## src/rtl/jtdd_prog_sdram.sv

```systemverilog
// ROM download to SDRAM write buffer: a small FIFO feeding a request/ack writer FSM.
// Optional JTDD_PROG_CHECKSUM_EN adds a 16-bit running sum of the acknowledged bytes.
module jtdd_prog_sdram #(
  parameter int DW_FIFO = 2
) (
  input  logic        clk,
  input  logic        rst,
  input  logic        downloading,
  input  logic [21:0] prog_addr,
  input  logic [7:0]  prog_data,
  input  logic [1:0]  prog_mask,
  input  logic        prog_we,
  output logic [21:0] sdram_addr,
  output logic [15:0] sdram_din,
  output logic [1:0]  sdram_wrmask,
  output logic        sdram_req,
  input  logic        sdram_ack,
  output logic        overflow,
  output logic        loaded
`ifdef JTDD_PROG_CHECKSUM_EN
  ,output logic [15:0] checksum
`endif
);

  localparam int DEPTH = 1 << DW_FIFO;

  typedef enum logic [1:0] {IDLE, REQ, DONE} state_t;

  state_t             state;
  logic [31:0]        mem [DEPTH];
  logic [DW_FIFO-1:0] wr_ptr, rd_ptr;
  logic [DW_FIFO:0]   count;
  logic               pop, full, push_ok, dl_q, dl_rise, started, head_valid;

  assign pop     = (state == REQ) && sdram_ack;
  assign full    = count == (DW_FIFO+1)'(DEPTH);
  assign push_ok = prog_we && (!full || pop);
  assign dl_rise = downloading && !dl_q;

  always_ff @(posedge clk) begin
    if (!rst && push_ok) mem[wr_ptr] <= {prog_addr, prog_data, prog_mask};
  end

  always_ff @(posedge clk) begin
    if (rst) begin
      state        <= IDLE;
      wr_ptr       <= '0;
      rd_ptr       <= '0;
      count        <= '0;
      sdram_req    <= 1'b0;
      sdram_addr   <= '0;
      sdram_din    <= '0;
      sdram_wrmask <= 2'b11;
      overflow     <= 1'b0;
      loaded       <= 1'b0;
      dl_q         <= 1'b0;
      started      <= 1'b0;
      head_valid   <= 1'b0;
    end else begin
      dl_q <= downloading;
      if (downloading) started <= 1'b1;
      if (push_ok) wr_ptr <= wr_ptr + 1'b1;
      if (pop)     rd_ptr <= rd_ptr + 1'b1;
      case ({push_ok, pop})
        2'b10:   count <= count + 1'b1;
        2'b01:   count <= count - 1'b1;
        default: count <= count;
      endcase

      case (state)
        IDLE: begin
          // head is latched one cycle before the request so outputs are stable when req rises
          if (head_valid) begin
            state      <= REQ;
            sdram_req  <= 1'b1;
            head_valid <= 1'b0;
          end else if (count != '0) begin
            sdram_addr   <= mem[rd_ptr][31:10];
            sdram_din    <= {mem[rd_ptr][9:2], mem[rd_ptr][9:2]};
            sdram_wrmask <= mem[rd_ptr][1:0];
            head_valid   <= 1'b1;
          end else if (!downloading && started) begin
            state  <= DONE;
            loaded <= 1'b1;
          end
        end
        REQ: begin
          if (sdram_ack) begin
            sdram_req <= 1'b0;
            state     <= IDLE;
          end
        end
        DONE: begin
          if (dl_rise) begin
            state    <= IDLE;
            loaded   <= 1'b0;
            overflow <= 1'b0;
          end
        end
        default: state <= IDLE;
      endcase

      if (prog_we && full && !pop) overflow <= 1'b1;
    end
  end

`ifdef JTDD_PROG_CHECKSUM_EN
  always_ff @(posedge clk) begin
    if (rst || dl_rise) checksum <= '0;
    else if (pop)       checksum <= checksum + {8'd0, sdram_din[7:0]};
  end
`endif

endmodule

```

## config.mk

```make
export PLATFORM = sky130hd
export DESIGN_NAME = jtdd_prog_sdram
export DESIGN_NICKNAME = d
export VERILOG_FILES = /design/src/rtl/jtdd_prog_sdram.sv
export SDC_FILE = /design/constraint.sdc
export NUM_CORES = 1
export LEC_CHECK = 0
export CAP_MARGIN = 15
export CORE_ASPECT_RATIO = 1.75
export CORE_UTILIZATION = 45
export DETAILED_ROUTE_END_ITERATION = 8
export PLACE_DENSITY_LB_ADDON = 0.25
export RECOVER_POWER = 100
export SETUP_SLACK_MARGIN = 0.02
export SYNTH_ARGS = -nofsm -noshare
export SYNTH_HDL_FRONTEND = slang
export SYNTH_SLANG_ARGS = --single-unit
export TNS_END_PERCENT = 100
```

## constraint.sdc

```tcl
create_clock -name clk -period 3.68 [get_ports clk]
set_input_delay 0.368 -clock clk [delete_from_list [all_inputs] [get_ports clk]]
set_output_delay 0.368 -clock clk [all_outputs]
set_load 0.1 [all_outputs]
```

==> results of run 1 <==
==> Yosys cell counts (2+ instances only) <==
| cell | number | area share |
|---|---|---|
| sky130_fd_sc_hd__nor4_1 | 2 | 0.0018 |
| sky130_fd_sc_hd__nand2b_1 | 3 | 0.0028 |
| sky130_fd_sc_hd__nor2_1 | 12 | 0.0067 |
| sky130_fd_sc_hd__a2111oi_0 | 2 | 0.0026 |
| sky130_fd_sc_hd__a21oi_1 | 33 | 0.024 |
| sky130_fd_sc_hd__nand3_1 | 32 | 0.024 |
| sky130_fd_sc_hd__o21ai_0 | 32 | 0.024 |
| sky130_fd_sc_hd__buf_2 | 6 | 0.0044 |
| sky130_fd_sc_hd__buf_1 | 5 | 0.0028 |
| sky130_fd_sc_hd__dfxtp_1 | 49 | 0.14 |
| sky130_fd_sc_hd__or3_1 | 2 | 0.0018 |
| sky130_fd_sc_hd__clkbuf_1 | 14 | 0.0078 |
| sky130_fd_sc_hd__nor3b_1 | 2 | 0.0022 |
| sky130_fd_sc_hd__nand3b_1 | 2 | 0.0022 |
| sky130_fd_sc_hd__mux4_2 | 32 | 0.11 |
| sky130_fd_sc_hd__mux2i_1 | 2 | 0.0030 |
| sky130_fd_sc_hd__a32oi_1 | 2 | 0.0026 |
| sky130_fd_sc_hd__inv_1 | 10 | 0.0055 |
| sky130_fd_sc_hd__and3_1 | 2 | 0.0018 |
| sky130_fd_sc_hd__a211o_1 | 2 | 0.0026 |
| sky130_fd_sc_hd__and2_1 | 4 | 0.0037 |
| sky130_fd_sc_hd__nand4b_1 | 2 | 0.0026 |
| sky130_fd_sc_hd__buf_4 | 11 | 0.012 |
| sky130_fd_sc_hd__nor2b_1 | 3 | 0.0028 |
| sky130_fd_sc_hd__mux2_1 | 2 | 0.0033 |
| sky130_fd_sc_hd__edfxtp_1 | 128 | 0.57 |
| sky130_fd_sc_hd__ha_1 | 4 | 0.0074 |
==> layout make-up <==
class,count,area share
well taps,183,0.0280
multi-input cells,197,0.213
clock inverters,13,0.0127
clock buffers,19,0.0529
flip-flops and latches,177,0.590
inverters,10,0.00459
repair buffers,84,0.0995
==> per-layer routing <==
layer / GRT usage / routed length (um) / vias to the layer above
li1: - / - / 1760
met1: 0.198 / 4840 / 1939
met2: 0.324 / 7250 / 112
met3: 0.0384 / 528 / 26
met4: 0.101 / 395 / 0
met5: 0 / 0 / -
==> flip-flops by register name, summed over array words and instances (netlist names), named ones only <==
signal and count:
rd_ptr 2, overflow 1, head_valid 1, wr_ptr 2, sdram_wrmask 2, sdram_req 1
state 2, sdram_addr 22, started 1, dl_q 1, mem 128, count 3
loaded 1, sdram_din 8
==> critical path, cell delays in order <==
cell and delay, ns:
sky130_fd_sc_hd__clkbuf_1 0.13, sky130_fd_sc_hd__clkbuf_1 1.71, sky130_fd_sc_hd__or3b_2 0.34, sky130_fd_sc_hd__mux2i_1 0.07
sky130_fd_sc_hd__or4_1 0.48
==> final timing paths <==
| check | startpoint | endpoint | slack, ns |
|---|---|---|---|
| max | rst | count[2] | 0.86 |
| min | sdram_addr[20] | sdram_addr[20] | 0.47 |
| max reg2reg | flop | sdram_addr[9] | 1.06 |
| min reg2reg | sdram_addr[20] | sdram_addr[20] | 0.47 |
==> power groups by stage <==
stage,Sequential (mW),Combinational (mW),Clock (mW)
floorplan,3.01,0.635,0
finish,2.39,1.55,1.63
global route,2.42,1.63,1.74
CTS,2.40,1.61,1.67
detailed placement,2.44,1.61,0
global placement,2.44,1.59,0
==> logic make-up (layout without fill, tap and decap cells) <==
group,after synthesis,in the layout
flops,177,177
compound gates,78,78
simple gates,75,75
buf+inv,46,126
mux,37,37
fa+ha+maj,5,5
xor+xnor,2,2
==> impl_summary.log, run 1 <==
[metrics] run status: complete, but fails checks
[metrics] failing checks: capacitance limit, slew limit
[metrics] number of buffers inserted during clock tree synthesis: 17
[metrics] last weighted congestion value of the routability-driven placer: 0.803
[metrics] First DRT Iteration DRCs: 245
[metrics] area taken by multi-input logic gates: 0.00174 sq mm
[metrics] number of global-route vias before repair: 4017
[metrics] Period minus WS final: 2.82 ns
[metrics] post-DR wirelength/cell: 19.1 um
[metrics] Post-Place Worst Slack: 0.967 ns
[metrics] # DRC: 0
[metrics] internal power summed over all cells: 3.53 mW
[metrics] Finished Core Util: 0.554
[metrics] largest clock skew in the final design: 0.0139 ns
[metrics] relative slew slack: -0.589
[metrics] buffers inserted by post-CTS timing repair: 0
[metrics] first-pass iteration count of the detailed router: 4
[metrics] commonest cells after routing, fill and taps aside: 128 x sky130_fd_sc_hd__edfxtp_1, 75 x sky130_fd_sc_hd__dlygate4sd3_1, 47 x sky130_fd_sc_hd__dfxtp_1
[metrics] Synth warnings: 0
[metrics] buffer depth of the longest clock path: 2
[metrics] FFs w/ async S/R, synth: 0
[metrics] combinational share of power: 0.278
[metrics] H-tree levels: 4
[metrics] effective utilization at floorplan: 0.459
[metrics] number of input and output port buffers inserted: 79
[metrics] global routing usage summed across all routing layers: 0.182
[metrics] maximum net fanout on the critical path: 56
[metrics] clock latency on the worst-skew pair: 0.42 ns
[metrics] setup violation total in the final timing report: 0
[metrics] half-perimeter wire length of the detailed placement result: 7880 um
[metrics] Data arrival, critical path: 3.11 ns
[metrics] number of antenna violations at the first check in global routing: 0
[metrics] Design Power: 5.58 mW
[metrics] Power Dens Cells: 681 mW/mm^2
[metrics] synth-to-layout area growth: 20.9%
[metrics] cell area after synthesis: 0.00677 sq mm
[metrics] horizontal extent of the die: 94.7 um
[metrics] worst vdd rail ir drop: 0.000286 V
[metrics] count of standard-cell rows: 59
[metrics] Slew Viols, Final: 57
[metrics] TritonCTS Sinks: 177
[metrics] number of cells on the worst reg-to-reg path: 4
[metrics] post-cts sizing count: 0
[metrics] kind of launch point of the worst setup path: input pin
[metrics] sequential share of power: 0.429
[metrics] Hold Path Cell Cnt: 2
[metrics] area of the die: 0.0156 sq mm
[metrics] number of different library cells in the post-synthesis netlist: 47
[metrics] post-detailed-route count of antenna-violating nets: 0
[metrics] count of max-cap constraint violations: 1
[metrics] dominant combinational cell family by area after synthesis: multiplexers
[metrics] area of the core: 0.0148 sq mm
[metrics] switching power as a share of total power: 0.367
[metrics] register bit total from synthesis: 177
[metrics] net count reported at finish: 529
[metrics] power dissipated by switching net loads: 2.05 mW
[metrics] worst slack on hold paths: 0.473 ns
[metrics] class of the tightest hold or removal check: flop to flop
[metrics] XOR/XNOR Fraction of Synth Area: 0.00259
[metrics] largest net degree at the start of global routing: 57
[metrics] Post-Synthesis Net Count: 462
[metrics] instance area after placement: 0.00766 sq mm
[metrics] setup slack of the critical path after layout: 0.864 ns
[metrics] part of the Yosys area used for sequential elements: 0.713
[metrics] Layout Cell Area excl Fill: 0.00819 sq mm
[metrics] Worst Setup End Kind: flop
[metrics] Non-Filler Instances: 683
[metrics] area share of and/or/nand/nor cells after synthesis: 0.0634
[metrics] total via count after detailed routing: 3837
[metrics] synthesized-area fraction occupied by ao, oa, aoi and oai cells: 0.0639
[metrics] final global-route overflow total: 0
[metrics] Worst Path Class, Setup: input pin to flop
[metrics] Fill cells: 1206
[metrics] Total Neg Setup Slack: 0 ns
[metrics] Antenna Cells: 0
[metrics] total length of routed wires: 13000 um
[metrics] clock power share: 0.292
[metrics] Top Ports: 80
[metrics] first-pass GRT wire length: 20500 um
[metrics] maximum operating frequency: 0.355 GHz
[metrics] Synth Flop Type: sky130_fd_sc_hd__edfxtp_1
[metrics] clock tree from TritonCTS: yes
[metrics] most common library cell in the layout ignoring fill and taps: sky130_fd_sc_hd__edfxtp_1
[metrics] final critical-path share of the clock period: 0.765
[metrics] Clk pin slew, worst setup/hold paths: 0.07 ns
[metrics] share of post-route cells with drive strength above 1: 0.152
[metrics] multiplexer area fraction after synthesis: 0.114
[metrics] average cell area after synthesis: 16.1 sq um
[metrics] Leakage Power: 2.73 nW
[metrics] adder and majority cell fraction of the synthesized area: 0.0103
[metrics] RSZ-0062 raised after global routing: false
[metrics] Hold Vio Cnt, Final: 0
[metrics] die span in y: 164 um
[metrics] number of cells produced by synthesis: 420
[metrics] hold_buf cts: 0
[metrics] Required @ worst endpoint: 3.97 ns
[metrics] vias per cell: 5.62
[metrics] Clock Root Buffer: sky130_fd_sc_hd__clkbuf_16
[metrics] Seq. cell area: 0.00483 sq mm
[metrics] instance count after placement with tap cells included: 651
[metrics] number of flops mapped to enable cells by yosys: 128
[metrics] worst slew pin tran: 2.38 ns
Note: power is estimated with default switching activity, not from simulation.
==> run 2, diff against run 1 <==
==> constraint.sdc (replaced) <==
create_clock -name clk -period 2.6 [get_ports clk]
set_input_delay 0.26 -clock clk [delete_from_list [all_inputs] [get_ports clk]]
set_output_delay 0.26 -clock clk [all_outputs]
set_load 0.1 [all_outputs]
==> impl_summary.log, run 2 (synthesized netlist as in run 1, its figures left out) <==
[metrics] synth-to-layout area growth: 19.3% (was 20.9%)
[metrics] clock power share: 0.320 (was 0.292)
[metrics] routed length on met1: 5280 um (was 4840 um)
[metrics] Hold Vio Cnt, Final: 0 (unchanged)
[metrics] effective utilization at floorplan: 0.459 (unchanged)
[metrics] commonest cells after routing, fill and taps aside: 128 x sky130_fd_sc_hd__edfxtp_1, 47 x sky130_fd_sc_hd__dfxtp_1, 44 x sky130_fd_sc_hd__clkbuf_1 (was 128 x sky130_fd_sc_hd__edfxtp_1, 75 x sky130_fd_sc_hd__dlygate4sd3_1, 47 x sky130_fd_sc_hd__dfxtp_1)
[metrics] Non-Filler Instances: 694 (was 683)
[metrics] most common library cell in the layout ignoring fill and taps: sky130_fd_sc_hd__edfxtp_1 (unchanged)
[metrics] # DRC: 0 (unchanged)
[metrics] clock latency on the worst-skew pair: 0.42 ns (about the same)
[metrics] Biggest register: mem (unchanged)
[metrics] total via count after detailed routing: 3817 (was 3837)
[metrics] largest clock skew in the final design: 0.0112 ns (was 0.0139 ns)
[metrics] number of input and output port buffers inserted: 79 (unchanged)
[metrics] kind of launch point of the worst setup path: flop (was input pin)
[metrics] Worst Setup End Kind: flop (unchanged)
[metrics] last weighted congestion value of the routability-driven placer: 0.792 (was 0.803)
[metrics] relative slew slack: -0.0189 (was -0.589)
[metrics] combinational share of power: 0.264 (was 0.278)
[metrics] worst slack on hold paths: 0.475 ns (was 0.473 ns)
[metrics] Period minus WS final: 2.21 ns
[metrics] worst vdd rail ir drop: 0.000465 V (was 0.000286 V)
[metrics] number of antenna violations at the first check in global routing: 1 (was 0)
[metrics] die span in y: 164 um (unchanged)
[metrics] final global-route overflow total: 0 (unchanged)
[metrics] area of the core: 0.0148 sq mm (unchanged)
[metrics] first-pass GRT wire length: 21100 um (was 20500 um)
[metrics] cell class contributing the biggest share of worst-path delay: simple AND/OR/NAND/NOR gates (was buffers and inverters)
[metrics] number of flip-flops under the largest register name: 128 (unchanged)
[metrics] Clk pin slew, worst setup/hold paths: 0.07 ns (about the same)
[metrics] largest registers: mem: 128 flops, sdram_addr: 22 flops, sdram_din: 8 flops (unchanged)
[metrics] post-detailed-route count of antenna-violating nets: 0 (unchanged)
[metrics] power dissipated by switching net loads: 2.91 mW (was 2.05 mW)
[metrics] hold_buf cts: 0 (unchanged)
[metrics] vias per cell: 5.50 (was 5.62)
[metrics] Power Dens Cells: 1000 mW/mm^2 (was 681 mW/mm^2)
[metrics] Top Ports: 80 (unchanged)
[metrics] run status: complete, but fails checks (unchanged)
[metrics] Worst Path Class, Setup: flop to flop (was input pin to flop)
[metrics] Clock Root Buffer: sky130_fd_sc_hd__clkbuf_16 (unchanged)
[metrics] number of buffers inserted during clock tree synthesis: 17 (unchanged)
[metrics] sequential share of power: 0.415 (was 0.429)
[metrics] Required @ worst endpoint: 2.89 ns (was 3.97 ns)
[metrics] First DRT Iteration DRCs: 180 (was 245)
[metrics] net count reported at finish: 539 (was 529)
[metrics] CP max-delay cell: sky130_fd_sc_hd__dfxtp_1 (was sky130_fd_sc_hd__clkbuf_1)
[metrics] internal power summed over all cells: 5.20 mW (was 3.53 mW)
[metrics] class of the tightest hold or removal check: flop to flop (unchanged)
[metrics] share of post-route cells with drive strength above 1: 0.175 (was 0.152)
[metrics] buffer depth of the longest clock path: 2 (unchanged)
[metrics] setup violation total in the final timing report: 0 (unchanged)
[metrics] maximum net fanout on the critical path: 13 (was 56)
[metrics] post-DR wirelength/cell: 19.3 um (was 19.1 um)
[metrics] Slew Viols, Final: 35 (was 57)
[metrics] first-pass iteration count of the detailed router: 5 (was 4)
[metrics] worst slew pin tran: 1.53 ns (was 2.38 ns)
[metrics] number of global-route vias before repair: 4015 (was 4017)
[metrics] Post-Place Worst Slack: 0.162 ns (was 0.967 ns)
[metrics] count of max-cap constraint violations: 1 (unchanged)
[metrics] DR WL met3: 585 um (was 528 um)
[metrics] area of the die: 0.0156 sq mm (unchanged)
[metrics] Data arrival, critical path: 2.51 ns (was 3.11 ns)
[metrics] TritonCTS Sinks: 177 (unchanged)
[metrics] H-tree levels: 4 (unchanged)
[metrics] largest net degree at the start of global routing: 35 (was 57)
[metrics] clock tree from TritonCTS: yes (unchanged)
[metrics] count of standard-cell rows: 59 (unchanged)
[metrics] horizontal extent of the die: 94.7 um (unchanged)
[metrics] global routing usage summed across all routing layers: 0.187 (was 0.182)
[metrics] total length of routed wires: 13400 um (was 13000 um)
[metrics] switching power as a share of total power: 0.359 (was 0.367)
[metrics] buffers inserted by post-CTS timing repair: 0 (unchanged)
[metrics] setup slack of the critical path after layout: 0.387 ns (was 0.864 ns)
[metrics] instance count after placement with tap cells included: 661 (was 651)
[metrics] highest signal layer in the routed design: met4 (unchanged)
[metrics] CP bufs+invs: 1 (was 2)
[metrics] Total Neg Setup Slack: 0 ns (unchanged)
[metrics] met2 routed wirelength: 7180 um (was 7250 um)
[metrics] half-perimeter wire length of the detailed placement result: 8480 um (was 7880 um)
[metrics] failing checks: capacitance limit, slew limit (unchanged)
[metrics] post-cts sizing count: 0 (unchanged)
[metrics] critical-path cell list: and4bb_2, inv_1, fa_1, or3b_2, mux2i_1, or4_1 (was clkbuf_1, clkbuf_1, or3b_2, mux2i_1, or4_1)
[metrics] final critical-path share of the clock period: 0.851
[metrics] RSZ-0062 raised after global routing: false (unchanged)
[metrics] maximum operating frequency: 0.452 GHz
[metrics] Leakage Power: 2.60 nW (was 2.73 nW)
[metrics] largest stage delay on the critical path: 0.53 ns (was 1.71 ns)
[run 2: cell count changes in the layout (fill, tap and decap cells not counted), moves of 2 or more]
cell	before	now
sky130_fd_sc_hd__clkinv_4	3	1
sky130_fd_sc_hd__clkbuf_1	5	44
sky130_fd_sc_hd__bufinv_16	0	3
sky130_fd_sc_hd__clkbuf_4	0	4
sky130_fd_sc_hd__buf_4	3	10
sky130_fd_sc_hd__dlygate4sd3_1	75	32
[run 2: through the flow]
stage	total power, mW	utilization	area (sq um)
2_1_floorplan	5.15	-	6770
3_3_place_gp	5.71	0.521	7690
3_5_place_dp	5.75	0.521	7690
4_1_cts	8.33	0.562	8290
5_1_grt	8.41	0.547	8080
6_report	8.11	0.547	8080
[run 2: metal layers]
layer,track usage,up-vias
li1,-,1776
met1,0.215,1911
met2,0.320,106
met3,0.0468,24
met4,0.0895,0
met5,0,-
[run 2: power groups by stage]
stage / clock [mW] / sequential, mW / combinational [mW]
floorplan: 0 / 4.25 / 0.899
global placement: 0 / 3.42 / 2.28
detailed placement: 0 / 3.44 / 2.31
CTS: 2.64 / 3.38 / 2.32
global route: 2.75 / 3.39 / 2.26
finish: 2.60 / 3.37 / 2.14
[run 2: tightest hold or removal path, stage by stage (launching register included)]
cell,delay (ns)
sky130_fd_sc_hd__dfxtp_1,0.31
sky130_fd_sc_hd__o21ai_0,0.06
sky130_fd_sc_hd__a21oi_1,0.06
[run 2: layout make-up]
cell class              instances  area (sq um)
well taps                     183           229
inverters                      10          37.5
clock inverters                15           179
flip-flops and latches        177          4830
fillers                      1269          6690
clock buffers                  17           425
repair buffers                 94           641
diodes                          1          2.50
multi-input cells             197          1730
[run 2: worst paths after layout]
path	startpoint	to	slack [ns]	cells after the start
setup / recovery	state[0]	count[2]	0.39	6
hold / removal	sdram_addr[20]	sdram_addr[20]	0.47	2
setup reg to reg	state[0]	count[2]	0.39	6
hold reg to reg	sdram_addr[20]	sdram_addr[20]	0.47	2
